File: src/rtl/alu_pkg.sv
// Shared opcode and FSM state definitions for the bit-serial ALU controller.
package alu_pkg;

    localparam logic [1:0] OP_ADD = 2'b00;
    localparam logic [1:0] OP_SUB = 2'b01;
    localparam logic [1:0] OP_AND = 2'b10;
    localparam logic [1:0] OP_OR  = 2'b11;

    typedef enum logic [1:0] {
        ST_IDLE = 2'd0,
        ST_RUN  = 2'd1,
        ST_DONE = 2'd2
    } state_t;

endpackage

File: src/rtl/alu_bit_slice.sv
// One-bit ALU slice: ADD/SUB share the XOR sum; carry and borrow are both produced
// so the controller can pick whichever one the opcode chains.
module alu_bit_slice (
    input  logic A,
    input  logic B,
    input  logic CarryIn,
    input  logic S1,
    input  logic S2,
    output logic ResAlu,
    output logic CarrySum,
    output logic Borrow
);

    always_comb begin
        ResAlu = A ^ B ^ CarryIn;
        if (S2) begin
            ResAlu = S1 ? (A | B) : (A & B);
        end
    end

    assign CarrySum = (A & B) | (A & CarryIn) | (B & CarryIn);
    // Borrow of A - B - CarryIn: majority with A inverted.
    assign Borrow   = (~A & B) | (~A & CarryIn) | (B & CarryIn);

endmodule

File: src/rtl/alu_serial_seq.sv
// Bit-serial N-bit ALU controller: latches operands on Start, runs one slice
// evaluation per clock LSB first, then pulses Done for one cycle with the result.
//
// Handshake: Start is sampled only while Ready=1 (IDLE); once accepted, inputs may
// change freely and further Start pulses are ignored until Ready returns. Done is a
// one-cycle pulse, and Result/CarryOut/Zero are valid from that cycle until the next
// operation completes.
module alu_serial_seq
    import alu_pkg::*;
#(
    parameter int Width = 8
) (
    input  logic             Clk,
    input  logic             Reset,
    input  logic             Start,
    input  logic [1:0]       Op,
    input  logic [Width-1:0] OpA,
    input  logic [Width-1:0] OpB,
    output logic             Ready,
    output logic             Busy,
    output logic             Done,
    output logic [Width-1:0] Result,
    output logic             CarryOut,
    output logic             Zero,
    output state_t           DbgState
);

    localparam int CntW = $clog2(Width + 1);
    localparam logic [CntW-1:0] LastCnt = CntW'(Width - 1);

    state_t           state_q;
    logic [CntW-1:0]  cnt_q;
    logic [Width-1:0] sh_a_q;
    logic [Width-1:0] sh_b_q;
    logic [Width-1:0] sh_r_q;
    logic [1:0]       op_q;
    logic             chain_q;
    logic [Width-1:0] result_q;
    logic             carry_q;
    logic             zero_q;
    logic             ready_q;
    logic             busy_q;
    logic             done_q;

    logic             slice_res_d;
    logic             slice_carry_d;
    logic             slice_borrow_d;
    logic             chain_d;
    logic [Width-1:0] res_shift_d;

    alu_bit_slice u_slice (
        .A        (sh_a_q[0]),
        .B        (sh_b_q[0]),
        .CarryIn  (chain_q),
        .S1       (op_q[0]),
        .S2       (op_q[1]),
        .ResAlu   (slice_res_d),
        .CarrySum (slice_carry_d),
        .Borrow   (slice_borrow_d)
    );

    // Logic ops never chain, so the flop (and thus CarryOut) stays 0 for them.
    always_comb begin
        chain_d = 1'b0;
        case (op_q)
            OP_ADD:  chain_d = slice_carry_d;
            OP_SUB:  chain_d = slice_borrow_d;
            default: chain_d = 1'b0;
        endcase
        res_shift_d = {slice_res_d, sh_r_q[Width-1:1]};
    end

    always_ff @(posedge Clk) begin
        if (Reset) begin
            state_q  <= ST_IDLE;
            cnt_q    <= '0;
            sh_a_q   <= '0;
            sh_b_q   <= '0;
            sh_r_q   <= '0;
            op_q     <= OP_ADD;
            chain_q  <= 1'b0;
            result_q <= '0;
            carry_q  <= 1'b0;
            zero_q   <= 1'b1;
            ready_q  <= 1'b1;
            busy_q   <= 1'b0;
            done_q   <= 1'b0;
        end else begin
            done_q <= 1'b0;
            case (state_q)
                ST_IDLE: begin
                    if (Start) begin
                        sh_a_q  <= OpA;
                        sh_b_q  <= OpB;
                        sh_r_q  <= '0;
                        op_q    <= Op;
                        chain_q <= 1'b0;
                        cnt_q   <= '0;
                        ready_q <= 1'b0;
                        busy_q  <= 1'b1;
                        state_q <= ST_RUN;
                    end
                end
                ST_RUN: begin
                    sh_a_q  <= sh_a_q >> 1;
                    sh_b_q  <= sh_b_q >> 1;
                    sh_r_q  <= res_shift_d;
                    chain_q <= chain_d;
                    cnt_q   <= cnt_q + CntW'(1);
                    // Visible flags change only here, so they stay stable during the next run.
                    if (cnt_q == LastCnt) begin
                        result_q <= res_shift_d;
                        carry_q  <= chain_d;
                        zero_q   <= (res_shift_d == '0);
                        done_q   <= 1'b1;
                        state_q  <= ST_DONE;
                    end
                end
                ST_DONE: begin
                    ready_q <= 1'b1;
                    busy_q  <= 1'b0;
                    state_q <= ST_IDLE;
                end
                default: begin
                    ready_q <= 1'b1;
                    busy_q  <= 1'b0;
                    state_q <= ST_IDLE;
                end
            endcase
        end
    end

    assign Ready    = ready_q;
    assign Busy     = busy_q;
    assign Done     = done_q;
    assign Result   = result_q;
    assign CarryOut = carry_q;
    assign Zero     = zero_q;
    assign DbgState = state_q;

endmodule

File: config.mk
export PLATFORM = sky130hd
export DESIGN_NAME = alu_serial_seq
export DESIGN_NICKNAME = d
export VERILOG_FILES = /design/src/rtl/alu_pkg.sv /design/src/rtl/alu_bit_slice.sv /design/src/rtl/alu_serial_seq.sv
export SDC_FILE = /design/constraint.sdc
export NUM_CORES = 1
export LEC_CHECK = 0
export ABC_AREA = 1
export BUFFER_PORTS_ARGS = -buffer_cell sky130_fd_sc_hd__buf_2
export CAP_MARGIN = 10
export CORE_MARGIN = 5
export CORE_UTILIZATION = 49
export DETAILED_ROUTE_END_ITERATION = 8
export MAX_ROUTING_LAYER = met4
export PLACE_DENSITY = 0.8
export RECOVER_POWER = 100
export SLEW_MARGIN = 20
export SYNTH_ARGS = -nofsm -noshare
export SYNTH_HDL_FRONTEND = slang
export SYNTH_SLANG_ARGS = --single-unit
File: constraint.sdc
create_clock -name Clk -period 1.5 [get_ports Clk]
set_clock_uncertainty 0.15 [all_clocks]
set_input_delay 0.075 -clock Clk [delete_from_list [all_inputs] [get_ports Clk]]
set_output_delay 0.075 -clock Clk [all_outputs]
set_load 0.02 [all_outputs]
==> results by group <==
Layout
  – Finished Layout Cells: 367
  – Fillers: 344
  – Layout cells sized above 1: 18.50%
  – Leading cell type in the layout, fill and taps excluded: nand2_1
  – Area Overhead vs Synth: 25.40%
  – Most frequent cells in the layout: 86 x nand2_1, 43 x dfxtp_1, 33 x a21oi_1
  – Final nets: 343
  – N_diodes: 0

Place
  – Post-placement worst setup slack: 0.01777 ns
  – RePlAce Congestion: 0.8351
  – Placed Cells: 349
  – HPWL Detailed: 3025 microns
  – Port-buffer cells: 35

CTS
  – Clock root cell: clkbuf_8
  – CTS tree: done
  – Clock Sinks: 45
  – Clk slew on worst S/H paths: 0.08 ns
  – Htree depth: 2
  – # Post-CTS Setup Buffers: 0
  – CTS Buf Count: 5
  – CTS max path bufs: 2
  – Clk Latency, worst-skew pair: 0.30 ns

Global routing
  – Vias in the first global route: 1674
  – First-pass GRT wire length: 7245 microns
  – GRT Util Overall: 17.53%
  – Initial antenna violation count: 0
  – Largest net degree at the start of global routing: 23
  – Total gr overflow: 0

Synth
  – Post-Syn Nets: 287
  – Cells after Synth: 262
  – Post-synth cell types: 25
  – Post-synth EDFFs: 0
  – Post-synthesis sequential element count: 45
  – Yosys warns: 0
  – Most used DFF post-synth: dfxtp_1
  – Top-area cell type share of the netlist area: 46.42%
  – Sequential share of the synthesized area: 46.42%
  – Area leader, netlist: dfxtp_1
  – Post-Synthesis Cell Area: 1941 sq um
  – Top cells by area, synth: dfxtp_1 46%, nand2_1 17%, a21oi_1 8.8%
  – FFs w/ async S/R, synth: 0%
  – Avg Synthesized Cell Area: 7.407 sq um

Min path
  – HP Class: primary input to flop

Pwr
  – Combinational share of power: 15.4%
  – Switch Pwr: 0.6447 mW
  – Register share of total power: 51.6%
  – Total Power: 2.475 mW
  – Power Internal: 1.830 mW
  – Maximum vdd ir drop: 0.6954 mV
  – PwrDens: 1017 nW/um^2
  – Leakage dissipation: 1.057 nW
  – Clock share of power: 32.9%
  – Switching Share: 26.05%

Setup path
  – Critical path destination: sh_r_q[7]
  – CP required: 1.59 ns
  – R2r setup slk: 0.07 ns
  – Worst reg2reg path depth: 7
  – Critical path arrival: 1.52 ns
  – Startpoint types: flop
  – Crit path max fanout: 3
  – Crit end category: flop
  – Worst r2r src: sh_a_q[0]
  – Worst setup path category: flop to flop
  – Setup crit start: sh_a_q[0]
  – Critical R2R Capture: sh_r_q[7]

Floorplan
  – Ports: 36
  – Starting density of the core: 51.84%
  – Cell row count: 22
  – Die Ht: 72.93 microns
  – Chip width: 72.93 microns
  – Area of the core: 3744 sq um
  – Full die area: 5319 sq um

Timing
  – Worst hold slack: -0.00006109 ns
  – Final min period: 1.430 ns
  – Final period utilization: 95.32%
  – FMAX: 699.4 MHz
  – Setup violations, final: 0
  – Pin slew with the least headroom to its limit: 0.3210 ns
  – Worst setup margin: 0.07014 ns
  – Slew Viols, Final: 0
  – Relative slew slack: 78.60%
  – Endpoints failing hold: 1

Route
  – Drt pass-1 iters: 4
  – WL/cell: 11.86 microns
  – DR DRC count: 0
  – Vias/cell: 4.989
  – Antenna viol nets, final: 0
  – Via count: 1831
  – Routed Wire Length: 4351 microns
  – Starting DRT DRC Count: 128

Job
  – Max Cap Violations: 0

Outcome
  – Failing checks: hold timing
  – Status: complete, but fails checks
-- worst max-delay path: stages (launching register included) --
cell and delay (ns):
dfxtp_2 0.34, inv_2 0.04, ha_1 0.26, inv_1 0.05
or2_4 0.22, nand2_2 0.07, nand3_1 0.08, a21oi_2 0.15
-- cell type report --
cell class / instances / area (sq um) / area share [%]
Timing Repair Buffer: 60 / 390.4 / 16.04
Clock buffer: 7 / 96.34 / 3.959
Sequential cell: 45 / 903.4 / 37.12
Inverter: 28 / 107.6 / 4.422
Tap cell: 48 / 60.06 / 2.468
Clock inverter: 1 / 5.005 / 0.2057
Multi-Input combinational cell: 178 / 870.8 / 35.78
-- Yosys cell counts, types with 2 or more instances --
| library cell | number |
|---|---|
| ha_1 | 4 |
| nand3_1 | 12 |
| a21oi_1 | 34 |
| clkbuf_1 | 4 |
| o21ai_1 | 3 |
| nor2_1 | 4 |
| nand2_1 | 86 |
| dfxtp_1 | 45 |
| inv_2 | 4 |
| buf_6 | 2 |
| nand2_2 | 3 |
| buf_2 | 3 |
| inv_1 | 23 |
| o21ai_0 | 24 |
-- logic make-up after synthesis --
| group | count (synthesis) | synth area share, % |
|---|---|---|
| buffers and inverters | 39 | 9.412 |
| adders and majority gates | 4 | 2.579 |
| AOI/OAI and AO/OA | 64 | 16.96 |
| DFF | 45 | 46.42 |
| and+or+nand+nor | 110 | 24.63 |
-- per-layer routing --
layer | wire length (microns) | GRT usage (%) | part of all wire [%]
met5 | 0 | - | 0
met4 | 40 | 5.123 | 0.92
met3 | 263 | 3.857 | 6.0
met2 | 2111 | 27.76 | 49
met1 | 1936 | 22.42 | 44
-- through the flow --
stage	TNS [ns]	cell area, sq um	hold WS (ns)	utilization [%]
2_1_floorplan	0	1941	0.003474	-
3_3_place_gp	0	2238	0.1804	59.79
3_5_place_dp	0	2238	0.1885	59.79
4_1_cts	0	2440	0.003396	65.17
5_1_grt	-0.0005652	2434	0.03330	65.01
6_report	0	2434	-0.00006109	65.01
-- worst min-delay path by stage --
stage | startpoint | end | depth (start not counted)
floorplan | Reset | DbgState[0] | 1
global placement | OpB[7] | sh_b_q[7] | 3
detailed placement | OpB[7] | sh_b_q[7] | 3
CTS | OpA[4] | sh_a_q[4] | 5
global route | OpB[4] | sh_b_q[4] | 5
finish | OpA[2] | sh_a_q[2] | 5
-- flip-flops by register name, summed over array words and instances, names as in the netlist, 2 cells and up --
| name | flops |
|---|---|
| sh_a_q | 8 |
| cnt_q | 4 |
| DbgState | 2 |
| sh_b_q | 8 |
| sh_r_q | 7 |
| Result | 8 |
| op_q | 2 |
-- power by group through the flow --
stage | combinational [mW] | clock (mW) | sequential (mW)
final | 0.382 | 0.815 | 1.28
after global routing | 0.428 | 0.867 | 1.28
after CTS | 0.379 | 0.821 | 1.28
after detailed placement | 0.358 | 0 | 1.30
after global placement | 0.352 | 0 | 1.30
after floorplan | 0.233 | 0 | 1.31
-- repair_timing --
item / in CTS / in global routing
hold buffers: 10 / 0
endpoints found under the hold margin: 9 / 0
resized for setup: 0 / 9
setup endpoints to repair: 0 / 11
(Power assumes the default switching activity.)
